<file path="src/rtl/uart_rx_ctrl.sv">
// UART receive controller: start detect, baud generator enable, frame assembly (parity via UART_RX_PARITY_EN).
// Latency: byte/error pulse registered on the cycle after the stop-bit clk_bps pulse.
// Backpressure: single-entry output register; a good frame arriving while full is dropped and flagged.
module uart_rx_ctrl #(
  parameter int DATA_BITS  = 8,
  parameter bit PARITY_ODD = 1'b0
) (
  input  logic                 clk,
  input  logic                 rst_n,
  input  logic                 rx,
  input  logic                 clk_bps,
  output logic                 band_sig,
  output logic [DATA_BITS-1:0] rx_data,
  output logic                 rx_valid,
  input  logic                 rx_ready,
  output logic                 busy,
  output logic                 frame_err,
  output logic                 parity_err,
  output logic                 overrun_err
);

  localparam int CW = $clog2(DATA_BITS);
  localparam logic [CW-1:0] LAST_BIT = CW'(DATA_BITS - 1);

  typedef enum logic [2:0] {IDLE, START, DATA, PARITY, STOP} state_t;

  state_t               state, state_nxt;
  logic                 rx_s1, rx_s2, rx_h;
  logic [DATA_BITS-1:0] shreg;
  logic [CW-1:0]        bit_cnt;
  logic                 par_bad;
  logic                 frame_done;
  logic                 frame_good;

  // Two-flop synchroniser plus history flop; a falling edge is history=1, sync=0.
  always_ff @(posedge clk or negedge rst_n) begin
    if (!rst_n) begin
      rx_s1 <= 1'b1;
      rx_s2 <= 1'b1;
      rx_h  <= 1'b1;
    end else begin
      rx_s1 <= rx;
      rx_s2 <= rx_s1;
      rx_h  <= rx_s2;
    end
  end

  always_ff @(posedge clk or negedge rst_n) begin
    if (!rst_n) state <= IDLE;
    else        state <= state_nxt;
  end

  always_comb begin
    state_nxt  = state;
    frame_done = 1'b0;
    case (state)
      IDLE:   if (rx_h && !rx_s2) state_nxt = START;
      START:  if (clk_bps) state_nxt = rx_s2 ? IDLE : DATA;
      DATA: begin
        if (clk_bps && bit_cnt == LAST_BIT) begin
`ifdef UART_RX_PARITY_EN
          state_nxt = PARITY;
`else
          state_nxt = STOP;
`endif
        end
      end
      PARITY: if (clk_bps) state_nxt = STOP;
      STOP: begin
        if (clk_bps) begin
          state_nxt  = IDLE;
          frame_done = 1'b1;
        end
      end
      default: state_nxt = IDLE;
    endcase
  end

  // The generator runs exactly while a frame is in progress.
  assign band_sig   = (state != IDLE);
  assign busy       = (state != IDLE);
  assign frame_good = frame_done && rx_s2 && !par_bad;

  always_ff @(posedge clk or negedge rst_n) begin
    if (!rst_n) begin
      shreg       <= '0;
      bit_cnt     <= '0;
      par_bad     <= 1'b0;
      rx_data     <= '0;
      rx_valid    <= 1'b0;
      frame_err   <= 1'b0;
      overrun_err <= 1'b0;
`ifdef UART_RX_PARITY_EN
      parity_err  <= 1'b0;
`endif
    end else begin
      frame_err   <= frame_done && !rx_s2;
      overrun_err <= 1'b0;
`ifdef UART_RX_PARITY_EN
      parity_err  <= frame_done && rx_s2 && par_bad;
`endif
      if (state == START && clk_bps) begin
        bit_cnt <= '0;
        par_bad <= 1'b0;
      end
      if (state == DATA && clk_bps) begin
        shreg   <= {rx_s2, shreg[DATA_BITS-1:1]};
        bit_cnt <= bit_cnt + 1'b1;
      end
      if (state == PARITY && clk_bps)
        par_bad <= rx_s2 ^ (^shreg) ^ PARITY_ODD;

      // A same-cycle accept frees the register, so the new byte replaces the old one.
      if (frame_good && (!rx_valid || rx_ready)) begin
        rx_data  <= shreg;
        rx_valid <= 1'b1;
      end else begin
        if (frame_good)           overrun_err <= 1'b1;
        if (rx_valid && rx_ready) rx_valid    <= 1'b0;
      end
    end
  end

`ifndef UART_RX_PARITY_EN
  assign parity_err = 1'b0;
`endif

endmodule

</file>
<file path="config.mk">
export PLATFORM = sky130hd
export DESIGN_NAME = uart_rx_ctrl
export DESIGN_NICKNAME = d
export VERILOG_FILES = /design/src/rtl/uart_rx_ctrl.sv
export SDC_FILE = /design/constraint.sdc
export NUM_CORES = 1
export LEC_CHECK = 0
export CORE_ASPECT_RATIO = 1.4
export CORE_UTILIZATION = 38
export DETAILED_ROUTE_END_ITERATION = 12
export PLACE_DENSITY_LB_ADDON = 0.05
export SYNTH_ARGS = -nofsm -noshare
export SYNTH_HDL_FRONTEND = slang
export SYNTH_SLANG_ARGS = --single-unit
</file>
<file path="constraint.sdc">
create_clock -name clk -period 2.7 [get_ports clk]
set_clock_uncertainty 0.15 [all_clocks]
set_input_delay 0.54 -clock clk [delete_from_list [all_inputs] [get_ports clk]]
set_output_delay 0.54 -clock clk [all_outputs]
set_load 0.05 [all_outputs]
</file>
==> results of run 1 <==
worst min-delay path by stage:
| stage | slack [ns] | startpoint | cells past startpoint | to |
|---|---|---|---|---|
| 2_1_floorplan | 0.09 | rst_n | 0 | bit_cnt[0] |
| 3_3_place_gp | 0.20 | rx_s1 | 0 | rx_s2 |
| 3_5_place_dp | 0.20 | rx_s1 | 0 | rx_s2 |
| 4_1_cts | 0.21 | rx_s1 | 0 | rx_s2 |
| 5_1_grt | 0.21 | rx_s1 | 0 | rx_s2 |
| 6_report | 0.21 | rx_s1 | 0 | rx_s2 |
cells by family (layout without fill, tap and decap cells):
group | count (synthesis) | after routing | synth area share, %
and+or+nand+nor | 29 | 29 | 12.25
muxes | 17 | 17 | 16.71
adders and majority gates | 2 | 2 | 1.899
other | 1 | 1 | 0.2846
xor gates and xnor gates | 7 | 7 | 5.698
AOI/OAI and AO/OA | 10 | 10 | 4.368
DFF | 29 | 29 | 55.37
buffers and inverters | 7 | 31 | 3.419
Yosys cell counts:
master and n:
nor2b_1 3, ha_1 2, o31ai_1 1, dfstp_2 3
buf_6 1, nand2_1 10, xnor3_1 1, xor2_1 2
mux2_4 8, or4b_4 1, conb_1 1, o21ai_0 5
nand3_1 1, nor2_1 5, a22oi_1 1, nor3_1 2
nand2b_1 3, nor3_2 1, nor4b_1 1, a31oi_1 2
inv_1 1, clkbuf_1 2, mux2_2 8, a21oi_1 1
nand2b_4 1, xnor2_1 4, mux2i_1 1, or3_1 1
buf_4 3, dfrtp_1 26
state kept, by name, summed over array words and instances (netlist names):
name	count
bit_cnt	3
overrun_err	1
rx_data	8
shreg	8
rx_valid	1
rx_s2	1
rx_h	1
state	3
frame_err	1
par_bad	1
rx_s1	1
cells in the final DEF, fill, tap and decap left out, drive strengths merged, types with 2 or more instances in the layout:
cell and n:
a31oi 2, nand2b 4, dfstp 3, o21ai 5
xor2 2, nor2b 3, dfrtp 26, nor2 5
nand2 10, ha 2, clkdlybuf4s50 17, buf 5
clkbuf 8, nor3 3, mux2 16, xnor2 4
final cells by class:
cell class                 count  area, µm²  area share [%]
clock buffer                   8      80.08           4.965
timing repair buffer          22      207.7           12.88
sequential                    29      729.5           45.23
inverter                       1      3.754          0.2327
multi-input combinational     66      543.0           33.67
tap                           39      48.80           3.026
metal layers:
metal / share of wire (%) / vias to the layer above / GRT usage, %
met4: 2.5 / 0 / 9.910
met2: 50 / 14 / 21.79
met3: 3.9 / 6 / 5.732
met5: 0 / - / 0
met1: 44 / 373 / 16.49
li1: - / 389 / -
power by group:
group | leakage [nW] | switching [mW] | internal (mW)
Sequential | 0.378 | 0.105 | 0.555
Combinational | 0.358 | 0.370 | 0.366
Clock | 0.0395 | 0.147 | 0.182
Total | 0.775 | 0.622 | 1.10
worst register-to-register path: cells and delay by family, from the launching register on:
kind	cells	cell delay (ns)
flops	1	0.40
mux	1	0.32
simple gates	3	0.92
buf+inv	1	0.19
==> results.toml, run 1 <==
[run]
maxCapViolCount = 0

[cts]
post_cts_resized = 0
cts_root_buffer = "clkbuf_8"
clkTransAtPathRegs_ns = 0.06
hold_buffers = 0
numCtsBuffers = 5
clk_latency_ns = 0.28
ctsLongestPathBuffers = 2
cts_tree = "built"
post-cts-setup-buffer-count = 0
cts.sinks = 29
htreeDepth = 2

[placed_design]
hpwl_um = 1531
dp.cells = 157
dp_worst_setup_slack_ns = 0.2256
io_buffers = 17
gp_congestion = 0.7000
place_area_um2 = 1533

[yosys]
yosysSeqAreaShare_pct = 55.37
synth_area_um2 = 1318
synth_seq_cells = 29
synthTopCellsByArea = "dfrtp_1, mux2_4, mux2_2"
synth_top_area_share_pct = 49.38
yosys.area.top_type = "dfrtp_1"
synth.distinct_cells = 30
synth_area_per_cell_um2 = 12.92
yosys_warnings = 0
synthCells = 102
syn-num-nets = 109

[run_status]
status = "complete, no violations"

[setup_path]
path_depth = 2
critPathKind = "register to primary output"
worstReg2RegEnd = "rx_data[4]"
timing.rr.start = "state[0]"
path_cells = "or3_1, clkdlybuf4s50_1"
crit_fanout = 8
worstPathRequired_ns = 2.01
endpoint = "band_sig"
ff2ff_setup_slack_ns = 0.61
crit_family = "buffers and inverters"
end_kind = "primary output"
slowest_stage = "clkdlybuf4s50_1"
slowest_delay_ns = 0.72
cp.arrival_ns = 1.90
ff2ff_path_depth = 5
crit_path_start_kind = "register"
crit_buf_inv = 1
cp-startpoint = "state[2]"

[final_layout]
stdcell_count = 165
num_antenna_cells = 0
fin_area_um2 = 1613
areaGrowthSynthToFinish_pct = 22.41
utilization_pct = 50.19
fillers = 295
fin_nets = 132
drive_gt1_share_pct = 25.40

[floorplanning]
core-area_um2 = 3213
dieArea_um2 = 3710
die_h_um = 71.67
rows = 24
start_util_pct = 41.00
die_x_um = 51.77
io_pins = 19

[detailed_routing]
via_per_inst = 4.739
dr.pass1.iters = 2
ant_nets = 0
drt_first_iter_violations = 10
routedWlPerCell_um = 12.98
vias = 782
drt-total-wl_um = 2142
drc = 0

[power_and_ir_drop]
power.leakage_nw = 0.7752
ir_worst_vdd_uv = 582.2
power_mw = 1.726
power.density_nw_per_um2 = 1070

[sta]
timing.fmax_mhz = 385.9
maxSlewViolCount = 0
grt_setup_unrepaired = "false"
finalHoldViolations = 0
fin_setup_tns_ns = 0
timing.final.crit_share_pct = 95.97
setup_violations = 0
fin_crit_ns = 2.591
slew_headroom_pct = 66.19
layout_setup_ws_ns = 0.1088
holdWs_ns = 0.2080
worst_slew_pin_slew_ns = 0.5056

[global_route]
grt_pass1_wl_um = 3732
grt_pass1_vias = 830
antenna_found_initial = 0
grt_use_total_pct = 14.45
grt-ovfl-total = 0
grt_max_degree = 30

[min_path]
hold_class = "register to register"
Power figures use the tool's default switching activity.
==> inputs of run 2 (changes only) <==
--- a/config.mk
+++ b/config.mk
@@ -6,8 +6,11 @@
 export NUM_CORES = 1
 export LEC_CHECK = 0
 export CORE_ASPECT_RATIO = 1.4
+export CORE_MARGIN = 3
 export CORE_UTILIZATION = 38
+export CTS_CLUSTER_SIZE = 28
 export DETAILED_ROUTE_END_ITERATION = 12
+export GPL_ROUTABILITY_DRIVEN = 0
 export PLACE_DENSITY_LB_ADDON = 0.05
 export SYNTH_ARGS = -nofsm -noshare
 export SYNTH_HDL_FRONTEND = slang
==> run 2 against run 1 <==
Compared with the run above:
- first-iteration DRC count up 80%
- setup slack worse by 0.0023 ns
- count of clock-buffer cells in the layout down 1
- combinational power about the same
- worst hold slack about the same
- non-clock buffer count unchanged
- total power up 3.2%
- sequential share of layout area down 0.59 points
- die area up 14%
- largest cell class unchanged
- largest power group unchanged
==> results.toml, run 2 (synthesized netlist as in run 1, its figures left out) <==
[sta]
maxSlewViolCount = 0
setup_violations = 0
slew_headroom_pct = 65.94
worst_slew_pin_slew_ns = 0.5094
timing.final.crit_share_pct = 96.06
finalHoldViolations = 0
timing.fmax_mhz = 385.6
layout_setup_ws_ns = 0.1065
fin_setup_tns_ns = 0
fin_crit_ns = 2.593
grt_setup_unrepaired = "false"

[final_layout]
stdcell_count = 165
layout_common_cells = "dfrtp_1, clkdlybuf4s50_1, nand2_1"
final_common_cell = "dfrtp_1"
multi_input_area_um2 = 543.0
num_antenna_cells = 0
fillers = 291
reg_top3 = "rx_data (8), shreg (8)"
drive_gt1_share_pct = 27.78
fin_nets = 132
areaGrowthSynthToFinish_pct = 24.03
ff_latch_area_um2 = 729.5

[power_and_ir_drop]
ir_worst_vdd_uv = 608.4
power.density_nw_per_um2 = 1090
power_mw = 1.781
power.leakage_nw = 0.7899

[detailed_routing]
drt_first_iter_violations = 18
drt-total-wl_um = 2210
vias = 789
via_per_inst = 4.782
drc = 0
ant_nets = 0
routedWlPerCell_um = 13.39
dr.pass1.iters = 4

[global_route]
grt_pass1_vias = 843
grt_use_met1_pct = 13.61
use_met2_pct = 21.18
grt_use_met3_pct = 4.746
grt.busiest_layer = "met2"
grt_max_degree = 30
grt_pass1_wl_um = 3864
grt-ovfl-total = 0
grt_use_total_pct = 12.53
antenna_found_initial = 0

[setup_path]
worstPathRequired_ns = 2.01
cp.arrival_ns = 1.90
end_kind = "primary output"
crit_fanout = 8
crit_family = "buffers and inverters"
slowest_stage = "clkdlybuf4s50_1"
crit_buf_inv = 1
slowest_delay_ns = 0.72
critPathKind = "register to primary output"
crit_path_start_kind = "register"
path_cells = "or3_1, clkdlybuf4s50_1"

[cts]
cts.sinks = 29
cts_tree = "built"
htreeDepth = 2
post-cts-setup-buffer-count = 0
cts_root_buffer = "clkbuf_8"
clk_latency_ns = 0.27
hold_buffers = 0
post_cts_resized = 0
clkTransAtPathRegs_ns = 0.06
numCtsBuffers = 5
ctsLongestPathBuffers = 2

[placed_design]
hpwl_um = 1584
dp.cells = 157
io_buffers = 17
dp_worst_setup_slack_ns = 0.2336

[run_status]
status = "complete, no violations"

[floorplanning]
die_h_um = 75.67
dieArea_um2 = 4220
start_util_pct = 41.00
io_pins = 19
rows = 24
die_x_um = 55.77
core-area_um2 = 3213

[min_path]
hold_class = "register to register"

[run]
maxCapViolCount = 0
-- run 2: through the flow --
stage                     hold slack, ns  util [%]  instance area [µm²]
after CTS                         0.2109     50.86                 1634
final                             0.2082     50.86                 1634
after global placement            0.1970     47.70                 1533
after detailed placement          0.2023     47.70                 1533
after global routing              0.2155     50.86                 1634
after floorplan                  0.09441         -                 1318
-- run 2: cell type report --
cell class,instances,share of cell area [%]
Tap cell,39,2.986
Sequential cell,29,44.64
Multi-Input combinational cell,66,33.23
Timing Repair Buffer,22,12.71
Inverter,1,0.2297
Clock buffer,7,5.896
Clock inverter,1,0.3063
-- run 2: path summary, 6_finish.rpt --
path                       startpoint     endpoint  slack [ns]  cells past startpoint
max in group asynchronous       rst_n         rx_h        1.59                      2
min reg2reg                     rx_s1        rx_s2        0.21                      0
max reg2reg                  state[1]   rx_data[4]        0.61                      5
min                             rx_s1        rx_s2        0.21                      0
max                          state[2]         busy        0.11                      2
min in group asynchronous       rst_n  overrun_err        0.49                      2
-- run 2: report_power, final --
part,internal (mW),switching (mW)
clock network,0.230,0.153
registers,0.555,0.104
logic,0.365,0.374
-- run 2: routing by layer --
| layer | up-vias | wire length (µm) |
|---|---|---|
| li1 | 390 | - |
| met1 | 380 | 934 |
| met2 | 14 | 1129 |
| met3 | 5 | 93 |
| met4 | 0 | 53 |
| met5 | - | 0 |
==> inputs of run 3 (changes only) <==
--- a/config.mk
+++ b/config.mk
@@ -7,7 +7,7 @@
 export LEC_CHECK = 0
 export CORE_ASPECT_RATIO = 1.4
 export CORE_MARGIN = 3
-export CORE_UTILIZATION = 38
+export CORE_UTILIZATION = 52
 export CTS_CLUSTER_SIZE = 28
 export DETAILED_ROUTE_END_ITERATION = 12
 export GPL_ROUTABILITY_DRIVEN = 0
==> run 3 against run 2 <==
Compared with the run above:
- sequential share of layout area rose by 0.94 points
- critical path type unchanged
- highest routed layer unchanged
- largest cell class unchanged
- total power fell by 2.1%
- maximum frequency up 14%
- die area decreased by 25%
- non-clock buffer count fell by 2
- routed wire length is 5.8% lower
- first-iteration DRC count decreased by 44%
- flip-flop and latch count unchanged
==> results.toml, run 3 (synthesized netlist as in run 1, its figures left out) <==
[run_status]
status = "complete, no violations"

[placed_design]
hpwl_um = 1477
io_buffers = 17

[power_and_ir_drop]
ir_worst_vdd_uv = 815.0
power.density_nw_per_um2 = 1090
power_mw = 1.744
power.leakage_nw = 0.7928

[detailed_routing]
via_per_inst = 4.911
drt-total-wl_um = 2082
routedWlPerCell_um = 13.26
dr.pass1.iters = 3
drt_first_iter_violations = 10
vias = 771
drc = 0
ant_nets = 0

[setup_path]
path_cells = "or3_1, dlymetal6s2s_1"
slowest_stage = "dfrtp_1"
ff2ff_setup_slack_ns = 0.62
cp.arrival_ns = 1.58
endpoint = "busy"
crit_buf_inv = 1
worstReg2RegEnd = "rx_data[3]"
slowest_delay_ns = 0.53
path_depth = 2
end_kind = "primary output"
cp-startpoint = "state[0]"
crit_path_start_kind = "register"
worstPathRequired_ns = 2.01
critPathKind = "register to primary output"
timing.rr.start = "state[0]"
crit_fanout = 13
ff2ff_path_depth = 4
crit_family = "flip-flops"

[cts]
htreeDepth = 2
cts_tree = "built"
numCtsBuffers = 5
clk_latency_ns = 0.33
post-cts-setup-buffer-count = 0
post_cts_resized = 0
ctsLongestPathBuffers = 2
clkTransAtPathRegs_ns = 0.09
cts.sinks = 29
hold_buffers = 0
cts_root_buffer = "clkbuf_4"

[final_layout]
utilization_pct = 69.51
reg_top3 = "rx_data (8), shreg (8)"
final_common_cell = "dfrtp_1"
num_antenna_cells = 0
fin_nets = 130
layout_common_cells = "dfrtp_1, clkdlybuf4s50_1, nand2_1"
drive_gt1_share_pct = 25.81
fillers = 190
areaGrowthSynthToFinish_pct = 21.46

[floorplanning]
rows = 20
start_util_pct = 57.23
die_h_um = 65.56
dieArea_um2 = 3182
core-area_um2 = 2302
die_x_um = 48.54
io_pins = 19

[global_route]
grt_max_degree = 21
grt_pass1_wl_um = 3822
grt-ovfl-total = 0
grt_use_total_pct = 16.05
grt_pass1_vias = 812
antenna_found_initial = 0

[sta]
timing.fmax_mhz = 440.8
grt_setup_unrepaired = "false"
maxSlewViolCount = 0
slew_headroom_pct = 65.92
fin_crit_ns = 2.269
worst_slew_pin_slew_ns = 0.5097
setup_violations = 0
timing.final.crit_share_pct = 84.03
fin_setup_tns_ns = 0
finalHoldViolations = 0

[run]
maxCapViolCount = 0

[min_path]
holdPathStages = 0
hold_class = "register to register"
[run 3: per-stage QoR]
stage	instance area [µm²]	setup slack, ns	hold WS, ns	std cells
2_1_floorplan	1318	0.5668	0.09441	102
3_3_place_gp	1510	0.1732	0.1986	149
3_5_place_dp	1510	0.1232	0.1972	149
4_1_cts	1595	0.01192	0.2144	157
5_1_grt	1600	0.3383	0.2169	157
6_report	1600	0.4313	0.2124	157
[run 3: layout make-up]
class | instances | area (µm²) | area share (%)
flip-flops and latches | 29 | 729.5 | 45.58
repair buffers | 20 | 197.7 | 12.35
clock buffers | 7 | 55.05 | 3.440
multi-input cells | 66 | 543.0 | 33.93
inverters | 1 | 3.754 | 0.2346
well taps | 33 | 41.29 | 2.580
clock inverters | 1 | 30.03 | 1.876
[run 3: how the worst min path moves through the flow]
stage | start | end | slack (ns)
2_1_floorplan | rst_n | bit_cnt[0] | 0.09
3_3_place_gp | rx_s1 | rx_s2 | 0.20
3_5_place_dp | rx_s1 | rx_s2 | 0.20
4_1_cts | rx_s1 | rx_s2 | 0.21
5_1_grt | rx_s1 | rx_s2 | 0.22
6_report | rx_s1 | rx_s2 | 0.21
[run 3: power breakdown]
group          switching (mW)  leakage (nW)  internal [mW]
logic                   0.347         0.370          0.356
clock network           0.146        0.0455          0.221
registers               0.121         0.378          0.554
[run 3: metal layers]
layer  wire length, µm  share of wire (%)  up-vias  track usage (%)
li1                  -                  -      387                -
met1               933                 45      362            19.26
met2              1001                 48       16            25.34
met3               106                5.1        6            5.669
met4                41                2.0        0            8.541
met5                 0                  0        -                0
[run 3: worst register-to-register path, delay by kind of cell (launching register included)]
family	cells	cell delay (ns)
mux	1	0.32
flops	1	0.53
simple gates	3	0.99
